$ cat src/rtl/mem_arbiter_if.sv
// mem_arbiter_if: requester and memory-side signals of the two-port burst-read arbiter
interface mem_arbiter_if;
    logic [31:0] req0_rdaddr;
    logic        req0_rdreq;
    logic [31:0] req0_dataout;
    logic        req0_datavalid;
    logic        req0_busy;
    logic [31:0] req1_rdaddr;
    logic        req1_rdreq;
    logic [31:0] req1_dataout;
    logic        req1_datavalid;
    logic        req1_busy;
    logic [31:0] mem_rdaddr;
    logic        mem_rdreq;
    logic [31:0] mem_dataout;
    logic        mem_datavalid;

    modport master (
        input  req0_rdaddr, req0_rdreq, req1_rdaddr, req1_rdreq, mem_dataout, mem_datavalid,
        output req0_dataout, req0_datavalid, req0_busy,
        output req1_dataout, req1_datavalid, req1_busy,
        output mem_rdaddr, mem_rdreq
    );

    modport slave (
        output req0_rdaddr, req0_rdreq, req1_rdaddr, req1_rdreq, mem_dataout, mem_datavalid,
        input  req0_dataout, req0_datavalid, req0_busy,
        input  req1_dataout, req1_datavalid, req1_busy,
        input  mem_rdaddr, mem_rdreq
    );
endinterface

$ cat src/rtl/mem_arbiter.sv
// mem_arbiter: round-robin sharing of one burst-read memory port between icache and dcache
module mem_arbiter #(
    parameter int BURST_LEN = 32,
    parameter int CNT_W     = 6
) (
    input  logic          clk,
    input  logic          reset_n,
    mem_arbiter_if.master bus
);
    typedef enum logic [1:0] {IDLE, ISSUE, BURST} state_t;

    state_t           state_q, state_d;
    logic [1:0]       pend_q, pend_d;
    logic [31:0]      addr0_q, addr0_d, addr1_q, addr1_d;
    logic             grant_q, grant_d, last_q, last_d;
    logic             rdreq_q, rdreq_d;
    logic [31:0]      rdaddr_q, rdaddr_d;
    logic [CNT_W-1:0] cnt_q, cnt_d;
    logic [1:0]       pulse;
    logic             last_beat;

    assign pulse     = {bus.req1_rdreq, bus.req0_rdreq};
    assign last_beat = state_q == BURST && bus.mem_datavalid && cnt_q == CNT_W'(BURST_LEN - 1);

    always_comb begin
        pend_d   = pend_q | pulse;
        addr0_d  = (pulse[0] && !pend_q[0]) ? bus.req0_rdaddr : addr0_q;
        addr1_d  = (pulse[1] && !pend_q[1]) ? bus.req1_rdaddr : addr1_q;
        state_d  = state_q;
        grant_d  = grant_q;
        last_d   = last_q;
        rdaddr_d = rdaddr_q;
        rdreq_d  = 1'b0;
        cnt_d    = cnt_q;
        case (state_q)
            IDLE: if (|pend_q) begin
                grant_d  = &pend_q ? !last_q : pend_q[1];
                rdaddr_d = grant_d ? addr1_q : addr0_q;
                rdreq_d  = 1'b1;
                state_d  = ISSUE;
            end
            ISSUE: begin
                cnt_d   = '0;
                state_d = BURST;
            end
            BURST: if (bus.mem_datavalid) begin
                cnt_d = cnt_q + 1'b1;
                // clearing after the capture OR means a same-edge pulse from the served port is lost
                if (last_beat) begin
                    pend_d[grant_q] = 1'b0;
                    last_d          = grant_q;
                    state_d         = IDLE;
                end
            end
            default: state_d = IDLE;
        endcase
    end

    always_ff @(posedge clk or negedge reset_n) begin
        if (!reset_n) begin
            state_q  <= IDLE;
            pend_q   <= '0;
            addr0_q  <= '0;
            addr1_q  <= '0;
            grant_q  <= 1'b0;
            last_q   <= 1'b1;
            rdreq_q  <= 1'b0;
            rdaddr_q <= '0;
            cnt_q    <= '0;
        end else begin
            state_q  <= state_d;
            pend_q   <= pend_d;
            addr0_q  <= addr0_d;
            addr1_q  <= addr1_d;
            grant_q  <= grant_d;
            last_q   <= last_d;
            rdreq_q  <= rdreq_d;
            rdaddr_q <= rdaddr_d;
            cnt_q    <= cnt_d;
        end
    end

    assign bus.mem_rdaddr     = rdaddr_q;
    assign bus.mem_rdreq      = rdreq_q;
    assign bus.req0_dataout   = bus.mem_dataout;
    assign bus.req1_dataout   = bus.mem_dataout;
    assign bus.req0_datavalid = bus.mem_datavalid && state_q == BURST && !grant_q;
    assign bus.req1_datavalid = bus.mem_datavalid && state_q == BURST && grant_q;
    assign bus.req0_busy      = pend_q[0];
    assign bus.req1_busy      = pend_q[1];
endmodule

$ cat src/flat_wrapper.sv
// flat-port wrapper written by rule: the top's interface ports become plain ports
module mem_arbiter_flat 
#(
    parameter int BURST_LEN = 32,
    parameter int CNT_W     = 6
)
  (clk, reset_n, bus_req0_rdaddr, bus_req0_rdreq, bus_req1_rdaddr, bus_req1_rdreq, bus_mem_dataout, bus_mem_datavalid, bus_req0_dataout, bus_req0_datavalid, bus_req0_busy, bus_req1_dataout, bus_req1_datavalid, bus_req1_busy, bus_mem_rdaddr, bus_mem_rdreq);
  mem_arbiter_if bus_i ();
  input  logic clk;
  input  logic reset_n;
  input wire logic [$bits(bus_i.req0_rdaddr)-1:0] bus_req0_rdaddr;
  input wire logic [$bits(bus_i.req0_rdreq)-1:0] bus_req0_rdreq;
  input wire logic [$bits(bus_i.req1_rdaddr)-1:0] bus_req1_rdaddr;
  input wire logic [$bits(bus_i.req1_rdreq)-1:0] bus_req1_rdreq;
  input wire logic [$bits(bus_i.mem_dataout)-1:0] bus_mem_dataout;
  input wire logic [$bits(bus_i.mem_datavalid)-1:0] bus_mem_datavalid;
  output wire logic [$bits(bus_i.req0_dataout)-1:0] bus_req0_dataout;
  output wire logic [$bits(bus_i.req0_datavalid)-1:0] bus_req0_datavalid;
  output wire logic [$bits(bus_i.req0_busy)-1:0] bus_req0_busy;
  output wire logic [$bits(bus_i.req1_dataout)-1:0] bus_req1_dataout;
  output wire logic [$bits(bus_i.req1_datavalid)-1:0] bus_req1_datavalid;
  output wire logic [$bits(bus_i.req1_busy)-1:0] bus_req1_busy;
  output wire logic [$bits(bus_i.mem_rdaddr)-1:0] bus_mem_rdaddr;
  output wire logic [$bits(bus_i.mem_rdreq)-1:0] bus_mem_rdreq;
  assign bus_i.req0_rdaddr = bus_req0_rdaddr;
  assign bus_i.req0_rdreq = bus_req0_rdreq;
  assign bus_i.req1_rdaddr = bus_req1_rdaddr;
  assign bus_i.req1_rdreq = bus_req1_rdreq;
  assign bus_i.mem_dataout = bus_mem_dataout;
  assign bus_i.mem_datavalid = bus_mem_datavalid;
  assign bus_req0_dataout = bus_i.req0_dataout;
  assign bus_req0_datavalid = bus_i.req0_datavalid;
  assign bus_req0_busy = bus_i.req0_busy;
  assign bus_req1_dataout = bus_i.req1_dataout;
  assign bus_req1_datavalid = bus_i.req1_datavalid;
  assign bus_req1_busy = bus_i.req1_busy;
  assign bus_mem_rdaddr = bus_i.mem_rdaddr;
  assign bus_mem_rdreq = bus_i.mem_rdreq;
  mem_arbiter #(.BURST_LEN(BURST_LEN), .CNT_W(CNT_W)) u_core (.clk(clk), .reset_n(reset_n), .bus(bus_i));
endmodule
$ cat config.mk
export PLATFORM = sky130hd
export DESIGN_NAME = mem_arbiter_flat
export DESIGN_NICKNAME = d
export VERILOG_FILES = /design/src/rtl/mem_arbiter_if.sv /design/src/rtl/mem_arbiter.sv /design/src/flat_wrapper.sv
export SDC_FILE = /design/constraint.sdc
export NUM_CORES = 1
export LEC_CHECK = 0
export CAP_MARGIN = 0
export CORE_ASPECT_RATIO = 0.6
export CORE_MARGIN = 2
export CORE_UTILIZATION = 40
export DETAILED_ROUTE_END_ITERATION = 10
export DONT_BUFFER_PORTS = 1
export PLACE_DENSITY = 0.65
export SETUP_SLACK_MARGIN = 0.5
export SYNTH_ARGS = -nofsm -noshare
export SYNTH_HDL_FRONTEND = slang
export SYNTH_SLANG_ARGS = --single-unit
export TNS_END_PERCENT = 5
$ cat constraint.sdc
create_clock -name clk -period 2.6 [get_ports clk]
set_input_delay 0.78 -clock clk [delete_from_list [all_inputs] [get_ports clk]]
set_output_delay 0.78 -clock clk [all_outputs]
set_load 0.02 [all_outputs]
==> metrics <==
RR Startpoint u_core.pend_q[0]$_DFF_PN0_; Die X-Extent 152.6 µm; Hold Path Class input port to async pin; clock-pin slew on the worst setup and hold paths 70 ps; Setup crit end kind output port; final worst path period share 78.14%; slew margin rel. 70.82%; Clock Latency Late Sink 340 ps; Fin. Hold Viols 0; post-synth top area cell dfrtp_1; RSZ-0062 raised after global routing yes; fin. max-slew vios 0; Vias per Instance 5.115; post-route ant nets 0; crit-path max FO 3; synthesized flop and latch total 109; Starting Density 41.10%; share of cells above drive strength 1 51.79%; clock buffer depth 2; Yosys warning count 0; area of the core 12890 µm²; WS Path Type register to output port; Psw 1.605 mW; CP max stage cell dfrtp_2; Final Wtd Congestion 0.7476; min setup slack post-route 568.4 ps; synthesized area per cell 14.64 µm²; clock network power share 25.0%; Layout Area Growth over Synthesis -0.1889%; initial antenna violation count 2; vias in the first global route 2656; critical path arrival 1250 ps; Total Wirelength 9406 µm; Setup Viol. Count Final 0; sequential area share after synthesis 51.50%; Clock Sinks 109; Cells after Synth 362; Leak around 2.4 nW; top cell type's share of synthesized area 51.00%; crit-path max cell delay 400 ps; pin slew with the least headroom to its limit 434.1 ps; GRT Resource Usage Total 13.87%; status finished, final reports clean; R2R depth 4; root buf cell clkbuf_16; wire length per cell 19.68 µm; io pins 202; CTS H-Tree Depth 3; DRT Pass-1 Iters 4; Mapped Area 5299 µm²; clock skew 7.794 ps; syn_nets 464; Pwr Density 963.7 nW/µm²; initial drt markers 117; Port Buffer Count 0; Die ar. 14210 µm²; Unique masters post-synth 32; Filler cells 1183; pre-CTS WS approximately 560 ps; post-cts hold buffer count 0; Max Fclk 492.2 MHz; TritonCTS clock tree yes; Inserted Clock Buffers 9; combinational power share 22.1%; Die H 93.16 µm; crit path cell chain nand3b_1 > nor2_4; Vias 2445; Int Power about 3.5 mW; sw frac 31.48%; Req. time, crit path 1820 ps; Reg2Reg Capture Point u_core.bus.mem_rdaddr[0]$_DFFE_PN0P_; dpl hpwl 6309 µm; Tmin final 2032 ps; Max Cap Viol 0; largest net degree at the start of global routing 110; Worst Setup Start Kind register; Seq pwr share ~53%; Fin Setup TNS 0 ps; peak supply drop 428.9 µV; Crit. Startpoint u_core.state_q[0]$_DFFE_PN0P_; Nets 404; reg2reg setup slack 760 ps; Remaining Overflow, GRT 0; Residual DRC 0; top cells by area, synth dfrtp_1, mux2_4, mux2_2, buf_4, buf_12; first-pass GRT wire length 15000 µm; Cell Rows 32
[per-layer routing]
layer | global-route usage, % | wire [µm] | up-vias
met4 | 3.472 | 86 | 2
met2 | 20.96 | 4191 | 100
met1 | 17.28 | 4245 | 1255
met3 | 7.785 | 871 | 14
met5 | 0 | 11 | -
li1 | - | - | 1074
[synth_stat cells, drive strengths merged]
cell type and instances:
mux2 130, dfrtp 108, buf 77, nand3 7, nor2 5, o21ai 5
clkbuf 3, inv 3, nand2 3, nor3 3, a21oi 2, nand2b 2
a21bo 1, a21o 1, a32o 1, and2b 1, dfstp 1, ha 1
mux2i 1, nand3b 1, nor2b 1, nor4 1, o311ai 1, o41ai 1
or2 1, xor2 1
[power groups by stage]
stage                     clock [mW]  sequential (mW)  combinational, mW
after global routing            1.42             2.75               1.22
after floorplan                    0             2.62               1.14
after CTS                       1.33             2.70               1.15
after detailed placement           0             2.74               1.11
after global placement             0             2.72               1.07
final                           1.27             2.70               1.13
[through the flow]
step	util [%]	cells	cell area, µm²	hold WS (ps)	total power, mW
after floorplan	-	362	5299	454.1	3.764
after global placement	38.60	459	4976	467.1	3.795
after detailed placement	38.60	459	4976	483.9	3.854
after CTS	41.00	477	5286	105.2	5.187
after global routing	41.02	478	5289	95.40	5.383
final	41.02	478	5289	128.2	5.097
[state kept, by name (all words and copies together), names as in the netlist]
| signal | count |
|---|---|
| u_core.bus.mem_rdaddr | 32 |
| u_core.cnt_q | 6 |
| u_core.last_q | 1 |
| u_core.grant_q | 1 |
| u_core.pend_q | 2 |
| u_core.bus.mem_rdreq | 1 |
| u_core.addr0_q | 32 |
| u_core.state_q | 2 |
| u_core.addr1_q | 32 |
[repair_timing]
item | in CTS | in global routing
pin swaps | 2 | 1
endpoints found under the setup margin | 2 | 2
setup buffers | 2 | 0
cloned | 0 | 0
gates resized for setup | 6 | 0
[how the worst max path moves through the flow]
stage	slack (ps)	to
2_1_floorplan	440	bus_req0_datavalid
3_3_place_gp	570	bus_req1_datavalid
3_5_place_dp	560	bus_req0_datavalid
4_1_cts	540	bus_req0_datavalid
5_1_grt	490	bus_req0_datavalid
6_report	570	bus_req0_datavalid
[critical path: cells and delay by family (launching register included)]
kind             cells  cell delay, ps
flip-flops           1             400
AND/OR/NAND/NOR      2             510
[logic make-up (layout without fill, tap and decap cells)]
kind of cell	count (synthesis)	count (layout)	share of synthesized area, %
other	0	1	0
flip-flops	109	109	51.50
buffers and inverters	83	28	12.04
multiplexers	131	131	31.92
XOR/XNOR	1	1	0.1653
AND/OR/NAND/NOR	25	25	2.621
AO/OA/AOI/OAI	12	12	1.511
adder cells (fa/ha/maj)	1	1	0.2361
[final cells by class]
class	count	area, µm²	area share (%)
Sequential cell	109	2731	51.64
Multi-Input combinational cell	170	1961	37.07
Clock buffer	11	232.7	4.400
Tap cell	170	212.7	4.022
Timing Repair Buffer	9	92.59	1.751
Clock inverter	5	45.04	0.8517
Inverter	3	11.26	0.2129
Antenna cell	1	2.502	0.04731
[cells in the final DEF, fill, tap and decap left out, types with 3 or more instances in the layout]
cell type | netlist | layout
buf_4 | 64 | 7
clkbuf_16 | 0 | 9
clkinv_4 | 0 | 3
dfrtp_1 | 108 | 106
inv_1 | 3 | 3
mux2_1 | 5 | 5
mux2_2 | 67 | 67
mux2_4 | 58 | 58
nand2_1 | 3 | 3
nand3_1 | 7 | 7
nor2_1 | 5 | 3
o21ai_0 | 5 | 5
(Power assumes the default switching activity.)
